--- config.mk ---
export PLATFORM = sky130hd
export DESIGN_NAME = uart_tx_scheduler
export DESIGN_NICKNAME = d
export VERILOG_FILES = /design/src/rtl/uart_tx_scheduler.sv
export SDC_FILE = /design/constraint.sdc
export NUM_CORES = 1
export LEC_CHECK = 0
export CAP_MARGIN = 20
export CORE_ASPECT_RATIO = 1.75
export CORE_UTILIZATION = 25
export DETAILED_ROUTE_END_ITERATION = 6
export GPL_TIMING_DRIVEN = 0
export SYNTH_ARGS = -nofsm -noshare
export SYNTH_HDL_FRONTEND = slang
export SYNTH_SLANG_ARGS = --single-unit
--- constraint.sdc ---
create_clock -name sysclk -period 9.8 [get_ports sysclk]
set_input_delay 0.98 -clock sysclk [delete_from_list [all_inputs] [get_ports sysclk]]
set_output_delay 0.98 -clock sysclk [all_outputs]
set_load 0.01 [all_outputs]
--- src/rtl/uart_tx_scheduler.sv ---
// uart_tx_scheduler
//   Shares one UART transmitter between the two store-commit lanes. Up to two
//   MMIO byte stores are accepted per cycle (lane 0 is older), queued in
//   program order and serialized onto uart_tx as 8N1 frames.
//
// Ports
//   sysclk      in   system clock, all state updates on rising edge
//   cpu_resetn  in   asynchronous active-low reset
//   wr0_valid   in   lane 0 (older) byte store valid
//   wr0_data    in   lane 0 byte
//   wr0_ready   out  lane 0 accepted when valid & ready
//   wr1_valid   in   lane 1 (younger) byte store valid
//   wr1_data    in   lane 1 byte
//   wr1_ready   out  lane 1 accepted when valid & ready
//   uart_tx     out  serial line, idle high
//   busy        out  frame in progress or FIFO non-empty
//   fifo_count  out  current FIFO occupancy
module uart_tx_scheduler #(
    parameter int DEPTH   = 16,
    parameter int CLK_DIV = 868
) (
    input  logic                   sysclk,
    input  logic                   cpu_resetn,
    input  logic                   wr0_valid,
    input  logic [7:0]             wr0_data,
    output logic                   wr0_ready,
    input  logic                   wr1_valid,
    input  logic [7:0]             wr1_data,
    output logic                   wr1_ready,
    output logic                   uart_tx,
    output logic                   busy,
    output logic [$clog2(DEPTH):0] fifo_count
);

    localparam int AW = $clog2(DEPTH);
    localparam int CW = AW + 1;
    localparam int DW = $clog2(CLK_DIV);

    typedef enum logic [1:0] {
        IDLE  = 2'd0,
        START = 2'd1,
        DATA  = 2'd2,
        STOP  = 2'd3
    } state_t;

    logic [7:0]    mem [DEPTH];
    logic [AW-1:0] wr_ptr_reg;
    logic [AW-1:0] rd_ptr_reg;
    logic [CW-1:0] count_reg;

    state_t        state_reg;
    logic [DW-1:0] div_reg;
    logic [2:0]    bit_reg;
    logic [7:0]    shift_reg;
    logic          tx_reg;

    logic          acc0;
    logic          acc1;
    logic          pop;
    logic          div_done;
    logic [AW-1:0] wr1_idx;

    // Readys look only at the registered occupancy; a pop in the same cycle
    // is deliberately not credited so the ready path stays short.
    assign wr0_ready = (count_reg <= CW'(DEPTH - 1));
    assign wr1_ready = (count_reg <= CW'(DEPTH - 2));

    assign acc0 = wr0_valid & wr0_ready;
    assign acc1 = wr1_valid & wr1_ready;

    // Lane 1 lands behind lane 0 when both are accepted, otherwise at wr_ptr.
    assign wr1_idx = wr_ptr_reg + AW'(acc0);

    assign div_done = (div_reg == '0);

    // Head is popped either from IDLE or at the very end of a stop bit, so
    // queued bytes go out back-to-back without an idle gap.
    assign pop = (count_reg != '0) &&
                 ((state_reg == IDLE) || ((state_reg == STOP) && div_done));

    // Storage: no reset needed, occupancy alone tells which entries are live.
    always_ff @(posedge sysclk) begin
        if (acc0) begin
            mem[wr_ptr_reg] <= wr0_data;
        end
        if (acc1) begin
            mem[wr1_idx] <= wr1_data;
        end
    end

    always_ff @(posedge sysclk or negedge cpu_resetn) begin
        if (!cpu_resetn) begin
            wr_ptr_reg <= '0;
            rd_ptr_reg <= '0;
            count_reg  <= '0;
        end else begin
            wr_ptr_reg <= wr_ptr_reg + AW'(acc0) + AW'(acc1);
            rd_ptr_reg <= rd_ptr_reg + AW'(pop);
            count_reg  <= count_reg + CW'(acc0) + CW'(acc1) - CW'(pop);
        end
    end

    // Frame sequencer. The line level is a flop so uart_tx never glitches.
    always_ff @(posedge sysclk or negedge cpu_resetn) begin
        if (!cpu_resetn) begin
            state_reg <= IDLE;
            div_reg   <= '0;
            bit_reg   <= '0;
            shift_reg <= '0;
            tx_reg    <= 1'b1;
        end else begin
            case (state_reg)
                IDLE: begin
                    tx_reg <= 1'b1;
                    if (pop) begin
                        shift_reg <= mem[rd_ptr_reg];
                        div_reg   <= DW'(CLK_DIV - 1);
                        tx_reg    <= 1'b0;
                        state_reg <= START;
                    end
                end
                START: begin
                    if (div_done) begin
                        div_reg   <= DW'(CLK_DIV - 1);
                        bit_reg   <= '0;
                        tx_reg    <= shift_reg[0];
                        state_reg <= DATA;
                    end else begin
                        div_reg <= div_reg - 1'b1;
                    end
                end
                DATA: begin
                    if (div_done) begin
                        div_reg <= DW'(CLK_DIV - 1);
                        if (bit_reg == 3'd7) begin
                            tx_reg    <= 1'b1;
                            state_reg <= STOP;
                        end else begin
                            bit_reg   <= bit_reg + 1'b1;
                            shift_reg <= shift_reg >> 1;
                            tx_reg    <= shift_reg[1];
                        end
                    end else begin
                        div_reg <= div_reg - 1'b1;
                    end
                end
                STOP: begin
                    if (div_done) begin
                        if (pop) begin
                            shift_reg <= mem[rd_ptr_reg];
                            div_reg   <= DW'(CLK_DIV - 1);
                            tx_reg    <= 1'b0;
                            state_reg <= START;
                        end else begin
                            tx_reg    <= 1'b1;
                            state_reg <= IDLE;
                        end
                    end else begin
                        div_reg <= div_reg - 1'b1;
                    end
                end
                default: begin
                    tx_reg    <= 1'b1;
                    state_reg <= IDLE;
                end
            endcase
        end
    end

    assign uart_tx    = tx_reg;
    assign fifo_count = count_reg;
    assign busy       = (state_reg != IDLE) | (count_reg != '0);

endmodule

Word-level counts from Yosys, hierarchy flattened
Memories as Yosys holds them, arrays and structs flattened.
Index checks and enable logic that the tools add are counted.
{ "word_totals": {"word_cells": 76, "regBits": 37, "memories": 1, "output_inout_bits": 9, "ramBits": 128} }
{ "memory_table": {"columns": ["memory", "depth", "word_bits", "rd", "rd_clocked_by_memory_dff", "wr", "line", "rtl"], "rows": [
  ["mem", 16, 8, 1, 0, 2, "46", "logic [7:0] mem [DEPTH];"]
]} }
{ "classes": {"n_mux": 30, "magnitude_cmp": 2, "reduce_logical": 14, "n_eq_ne": 10, "n_addsub": 8, "bitwise": 3} }
{ "op_table": {"columns": ["op", "n"], "rows": [
  ["$mux 8", 4],
  ["$mux 10", 3],
  ["$pmux 10 s3", 1],
  ["$pmux 8 s3", 1],
  ["$add 4x1->4", 3],
  ["$ne 2x2->1 const B", 6],
  ["$add 5x1->5", 2],
  ["$le 5x4->1 const B", 2],
  ["$logic_not 10->1", 1],
  ["$mux 1", 10],
  ["$mux 2", 5],
  ["$sub 10x1->10 const B", 1],
  ["$mux 3", 3],
  ["$pmux 2 s4", 1],
  ["$reduce_and 4->1", 2],
  ["$pmux 3 s2", 1],
  ["$reduce_and 5->1", 1],
  ["$reduce_bool 5->1", 1],
  ["$sub 5x1->5", 1],
  ["$eq 2x2->1 const B", 2],
  ["$pmux 1 s4", 1],
  ["$reduce_bool 2->1", 2],
  ["$add 3x1->3 const B", 1],
  ["$eq 3x3->1 const B", 1],
  ["other kinds (9)", 11]
]} }

Longest topological paths before layout
Gate-level depths: netlist (run 1).
{ "depth": {"ltp_word": 7, "depth_mapped": 13} }

Worst setup path before layout (run 1)
OpenSTA, ideal clock, no wires.
{ "synth_path": {"path_type": "reg-to-reg", "startpoint": "reg div_reg[0]", "endpoint": "reg count_reg[4], in the netlist fifo_count[4]", "stages_incl_launch_ff": 14, "slack_ps": 6431, "synth_period_minus_slack_ps": 3369, "arrival_time_ps": 3247, "setup_time_ps": 122, "n_path_buf": 0, "path_cell_list": "dfrtp_1 inv_1 ha_1 or4b_4 or4_1 a21oi_2 ha_1 fa_1 fa_1 inv_1 a21oi_1 nor2_1 nor2_1 xnor2_1"} }
{ "synth_between": {"elab_chain_cells": 5} }
{ "synth_rtl": {"columns": ["element", "line", "rtl"], "rows": [
  ["start, declared", "52", "logic [DW-1:0] div_reg;"],
  ["start signal, assigned", "117", "div_reg <= DW'(CLK_DIV - 1);"],
  ["start signal, assigned", "124", "div_reg <= DW'(CLK_DIV - 1);"],
  ["start signal, assigned", "129", "div_reg <= div_reg - 1'b1;"],
  ["$logic_not 10->1", "74", "assign div_done = (div_reg == '0);"],
  ["$logic_and 1x1->1", "79", "((state_reg == IDLE) || ((state_reg == STOP) && div_done));"],
  ["$logic_or 1x1->1", "79", null],
  ["$logic_and 1x1->1", "78", "assign pop = (count_reg != '0) &&"],
  ["$sub 5x1->5", "99", "count_reg <= count_reg + CW'(acc0) + CW'(acc1) - CW'(pop);"],
  ["end signal, assigned", "99", null],
  ["end, declared", "49", "logic [CW-1:0] count_reg;"]
]} }
No other way between the ends.
A chain may end at the register's enable or synchronous reset.

==> results of run 1 <==
[path summary, 6_finish.rpt]
check                         startpoint             to  slack, ns  cells past startpoint
setup / recovery           fifo_count[1]      mem[8][4]       5.87                     10
hold / removal                cpu_resetn  fifo_count[4]       0.50                      2
setup reg to reg           fifo_count[1]      mem[8][4]       5.87                     10
hold reg to reg            rd_ptr_reg[0]  rd_ptr_reg[0]       0.50                      1
max in group asynchronous     cpu_resetn        uart_tx       9.03                      2
min in group sysclk        rd_ptr_reg[0]  rd_ptr_reg[0]       0.50                      1
[worst max-delay path, delay by kind of cell (launching register included)]
| family | cells | cell delay, ns |
|---|---|---|
| simple gates | 4 | 1.23 |
| buf+inv | 1 | 0.14 |
| compound gates | 2 | 0.83 |
| xor+xnor | 1 | 0.37 |
| flops | 1 | 0.49 |
| fa+ha+maj | 2 | 0.48 |
[through the flow]
stage,utilization,hold slack [ns]
floorplan,-,0.4667
global placement,0.2791,0.4844
detailed placement,0.2814,0.4919
CTS,0.2969,0.5050
global route,0.2976,0.5214
finish,0.2976,0.4955
[cells in the mapped netlist, drive strengths merged (4+ instances only)]
cell / n / area share
a21o: 4 / 0.0033
a21oi: 16 / 0.0093
buf: 9 / 0.0061
clkbuf: 30 / 0.013
dfrtp: 36 / 0.10
edfxtp: 128 / 0.43
ha: 23 / 0.032
inv: 24 / 0.010
mux2: 130 / 0.16
mux2i: 28 / 0.031
mux4: 18 / 0.045
nand2: 22 / 0.0092
nand2b: 4 / 0.0028
nand3: 7 / 0.0039
nand3b: 7 / 0.0058
nor2: 22 / 0.011
nor2b: 12 / 0.0084
nor3: 9 / 0.0050
nor3b: 6 / 0.0050
o21ai: 17 / 0.0095
o22ai: 18 / 0.013
o31ai: 8 / 0.010
o32ai: 10 / 0.0097
or2: 4 / 0.0028
or3: 4 / 0.0028
or4: 4 / 0.0033
xnor2: 8 / 0.0078
xor2: 4 / 0.0039
[layout make-up]
cell class                 count  share of cell area
buffer                        39             0.01596
clock buffer                  20             0.04158
clock inverter                11             0.01060
inverter                      24            0.008578
multi-input combinational    425              0.3776
sequential                   165              0.4543
tap                          465             0.05540
timing repair buffer          40             0.03598
[layer usage]
layer  up-vias  track usage  share of wire
li1       2650            -              -
met1      2901       0.1178           0.33
met2        91       0.2839           0.61
met3        47      0.02288          0.023
met4         0      0.06556          0.034
met5         -            0              0
[kinds of logic (layout without fill, tap and decap cells)]
family,count (synthesis),after routing
DFF,165,165
xor gates and xnor gates,12,12
buffers and inverters,63,134
AOI/OAI and AO/OA,102,102
muxes,176,176
adders and majority gates,25,25
and+or+nand+nor,110,110
[report_power, final]
part / internal (mW) / switching, mW
Combinational: 0.217 / 0.300
Sequential: 0.871 / 0.0439
Clock: 0.370 / 0.274
==> flow_summary_export.csv, run 1 <==
group,metric,value,unit
run_status,outcome,"finished clean",
sta,final_hold_viol_count,0,
clocking,post-cts-setup-buffers,0,
placed_design,dp.cells,1155,
logic_synthesis,synth_seq_cells,165,
placed_design,numPortBuffers,28,
routing,ant_nets,0,
power,power_density,197.6,mW/mm²
floorplanning,chipWidth,145.3,µm
setup_path,critical_path_arrival,3.99,ns
sta,setup_viol,0,
clocking,h-tree-depth,4,
logic_synthesis,syn_nets,698,
sta,max_freq,254.6,MHz
clocking,cts_tree,"built",
setup_path,cp_max_fo,9,
final_layout,multi_input_area,0.003966,mm²
floorplanning,core.rowCount,91,
sta,layout_setup_ws,5.873,ns
power,total_power,2.076,mW
sta,finalWorstPathRequiredPeriod,3.927,ns
logic_synthesis,synth_warnings,0,
floorplanning,io_pins,29,
routing,drt_first_pass_iters,4,
floorplanning,initial_core_util,0.2547,
clocking,cts_hold_buffers,0,
grt,first_global_vias,6100,
logic_synthesis,synth_cell_types,63,
routing,drt-wirelength-per-cell,19.94,µm
routing,initialDrtViolationCount,312,
logic_synthesis,synth-edff-count,128,
logic_synthesis,synth_xor_area_frac,0.01169,
logic_synthesis,synth_ff_type,"edfxtp_1",
final_layout,fin_nets,757,
grt,antenna_found_initial,0,
sta,worst_slew_pin_slew,1.116,ns
power,p_leak,3.758,nW
setup_path,slowest_stage,"nor4_4",
setup_path,startpoint_type,"flop",
logic_synthesis,syn_inst,653,
logic_synthesis,syn_avg_cell_area,13.77,µm²
clocking,cts-root-buf,"clkbuf_16",
clocking,ctsResizeCount,0,
final_layout,stdcell_count,1189,
logic_synthesis,synthMuxAreaShare,0.2391,
clocking,cts_buffers,17,
final_layout,most-common-layout-cells,"edfxtp_1, mux2_2, dfrtp_1",
floorplanning,die_height,252.8,µm
placed_design,dp_hpwl,18.19,mm
setup_path,crit_required,9.86,ns
setup_path,max_stage_delay,0.65,ns
grt,globalRouteTotalUtil,0.1342,
logic_synthesis,synthSimpleGateAreaFrac,0.07057,
final_layout,largest_reg_flops,128,
final_layout,n_antenna_cell,0,
clocking,cts_buffer_depth,2,
routing,via_per_inst,4.785,
grt,grt_max_degree,38,
job,drv_cap,0,
routing,drc,0,
logic_synthesis,async_flop_share,0.2242,
final_layout,fin_area,0.01050,mm²
final_layout,num-fill-cells,3623,
sta,fin_skew,0.004190,ns
clocking,insertion_delay,0.44,ns
floorplanning,die_area,0.03675,mm²
placed_design,dp_slack,5.354,ns
logic_synthesis,synth_top_family_by_area,"multiplexers",
grt,gr-total-overflow,0,
routing,routed_wl,23.70,mm
setup_path,path_class,"flop to flop",
grt,grt_pass1_wl,36.09,mm
sta,fin_crit_sh,0.4008,
placed_design,gp_congestion,0.7964,
placed_design,dpl-instance-area,0.009932,mm²
sta,tns,0,ns
sta,rsz0062_at_grt,"no",
final_layout,synthToLayoutAreaGrowth,16.84,%
floorplanning,core,0.03530,mm²
final_layout,final_common_cell,"edfxtp_1",
logic_synthesis,ys_seq_area_frac,0.5308,
setup_path,path_cells,"ha_1, a41oi_1, nand2_1, inv_1, ha_1, nand3_1, xnor2_1, nand2_1, nor4_4, o21bai_1",
logic_synthesis,synth-compound-area-share,0.08268,
setup_path,critical_path.endpoint_type,"flop",
final_layout,layout-drive-gt1-share,0.2887,
logic_synthesis,syn_area,0.008989,mm²
sta,slew_viol_final,0,
final_layout,regArea,0.004771,mm²
logic_synthesis,synthAdderAreaFrac,0.03647,
min_path,hold_path_class,"primary input to asynchronous set/reset pin",
clocking,clkTransAtPathRegs,0.06,ns
sta,slew_headroom,0.2563,
clocking,clock_sinks,165,
routing,num_vias,5689,
power,vdd_drop_max,0.0001132,V
No activity file was read; power rests on OpenSTA's default activity.
==> run 2, diff against run 1 <==
- clock period: 9.8 -> 3.5 ns (I/O delays scaled with it)
==> run 2 against run 1 <==
- sequential power grew to 2.8 times the previous value
- utilization is 0.74 points higher
- count of clock-buffer cells in the layout stayed put
- wire length rose by 1.6%
- combinational power rose to 3.2 times the previous value
- power grew to 2.9 times the previous value
- first-iteration DRC count is 24% lower
- die area unchanged
- critical endpoint is now fifo_count[4]
- largest cell class unchanged
- largest power group unchanged
- highest routed layer unchanged
==> flow_summary_export.csv, run 2 (same netlist as run 1, synthesis figures left out) <==
group,metric,value,unit
run_status,outcome,"finished clean",
clocking,cts_buffers,17,
placed_design,numPortBuffers,28,
floorplanning,die_height,252.8,µm
placed_design,gp_congestion,0.7964,
final_layout,most-common-layout-cells,"edfxtp_1, mux2_2, dfrtp_1",
grt,gr-total-overflow,0,
sta,max_freq,296.2,MHz
routing,ant_nets,0,
placed_design,dp_slack,-0.5785,ns
clocking,cts_buffer_depth,2,
floorplanning,initial_core_util,0.2547,
sta,layout_setup_ws,0.1238,ns
clocking,cts-root-buf,"clkbuf_16",
placed_design,dpl-instance-area,0.009932,mm²
routing,num_vias,5724,
setup_path,startpoint_type,"flop",
floorplanning,die_area,0.03675,mm²
sta,slew_headroom,0.4070,
sta,slew_viol_final,0,
grt,grt_max_degree,38,
routing,routed_wl,24.08,mm
setup_path,critical_path.endpoint_type,"flop",
power,p_leak,3.839,nW
clocking,insertion_delay,0.43,ns
grt,first_global_vias,6125,
floorplanning,core.rowCount,91,
routing,initialDrtViolationCount,238,
final_layout,layout-drive-gt1-share,0.3329,
min_path,hold_path_class,"primary input to asynchronous set/reset pin",
routing,drt_first_pass_iters,4,
routing,drt-wirelength-per-cell,20.15,µm
floorplanning,io_pins,29,
sta,final_hold_viol_count,0,
sta,setup_viol,0,
final_layout,fin_area,0.01077,mm²
floorplanning,chipWidth,145.3,µm
sta,worst_slew_pin_slew,0.8872,ns
setup_path,cp_max_fo,5,
sta,hold_ws,0.4076,ns
clocking,h-tree-depth,4,
clocking,clock_sinks,165,
final_layout,num-fill-cells,3601,
grt,globalRouteTotalUtil,0.1355,
sta,fin_skew,0.005083,ns
final_layout,fin_nets,763,
power,power_density,557.2,mW/mm²
final_layout,synthToLayoutAreaGrowth,19.77,%
clocking,cts_tree,"built",
setup_path,crit_required,3.82,ns
clocking,clkTransAtPathRegs,0.06,ns
routing,drc,0,
floorplanning,core,0.03530,mm²
sta,fin_crit_sh,0.9646,
final_layout,final_common_cell,"edfxtp_1",
job,drv_cap,0,
grt,antenna_found_initial,0,
routing,via_per_inst,4.790,
placed_design,dp_hpwl,18.19,mm
setup_path,path_class,"flop to flop",
setup_path,critical_path_arrival,3.70,ns
final_layout,n_antenna_cell,0,
power,vdd_drop_max,0.0003091,V
grt,grt_pass1_wl,36.47,mm
sta,finalWorstPathRequiredPeriod,3.376,ns
final_layout,largest_reg_flops,128,
## run 2: changes by cell type in the layout (fill, tap and decap cells not counted), moves of 4 or more
cell,change
nand2_1,-8
nand2_2,+7
nor2_4,+6
nor2_2,-5
o22ai_1,-5
buf_4,+4
o22ai_2,+4
## run 2: per-stage QoR
step | setup TNS [ns] | total power, mW | cells | utilization
4_1_cts | -1.261 | 5.917 | 1189 | 0.3005
2_1_floorplan | 0 | 3.543 | 653 | -
5_1_grt | -0.03773 | 6.249 | 1195 | 0.3050
3_3_place_gp | -55.72 | 3.975 | 1146 | 0.2791
3_5_place_dp | -37.72 | 4.054 | 1155 | 0.2814
6_report | 0 | 5.998 | 1195 | 0.3050
## run 2: where the power goes
group | switching [mW] | total, mW | internal, mW
sequential | 0.131 | 2.57 | 2.44
combinational | 0.947 | 1.63 | 0.685
clock | 0.761 | 1.80 | 1.04
total | 1.84 | 6.00 | 4.16
## run 2: final cells by class
class	instances	area (µm²)	area share
clock inverter	11	111.4	0.01034
timing repair buffer	48	469.2	0.04358
inverter	24	90.09	0.008368
sequential	165	4772	0.4433
clock buffer	20	436.7	0.04056
tap	465	581.8	0.05404
multi-input combinational	425	4144	0.3849
buffer	37	160.2	0.01488
## run 2: worst max-delay path, cell delays in order (launching register included)
cell     delay, ns
dfrtp_1       0.42
inv_1         0.10
ha_1          0.14
or4b_4        0.50
or4_4         0.47
a21oi_4       0.24
ha_1          0.28
fa_2          0.35
fa_2          0.36
inv_1         0.06
a21oi_1       0.05
nor2_1        0.10
nor2_1        0.06
xnor2_1       0.12
## run 2: final timing paths
path / startpoint / to / slack (ns) / depth (start not counted)
min reg2reg: rd_ptr_reg[0] / rd_ptr_reg[0] / 0.50 / 1
min in group sysclk: rd_ptr_reg[0] / rd_ptr_reg[0] / 0.50 / 1
min: cpu_resetn / fifo_count[4] / 0.41 / 3
max: div_reg[0] / fifo_count[4] / 0.12 / 13
max in group asynchronous: cpu_resetn / uart_tx / 2.82 / 3
max reg2reg: div_reg[0] / fifo_count[4] / 0.12 / 13
## run 2: per-layer routing
layer  share of wire  track usage
met1            0.33       0.1204
met3           0.022      0.01892
met2            0.62       0.2865
met5               0            0
met4           0.032      0.06947
## run 2: timing repair
| item | CTS | global route |
|---|---|---|
| pin swaps | 3 | 4 |
| buffers inserted | 3 | 7 |
| endpoints found under the setup margin | 197 | 199 |
| hold endpoints to repair | 36 | 0 |
| hold buffers | 1 | 0 |
| gates resized for setup | 20 | 19 |
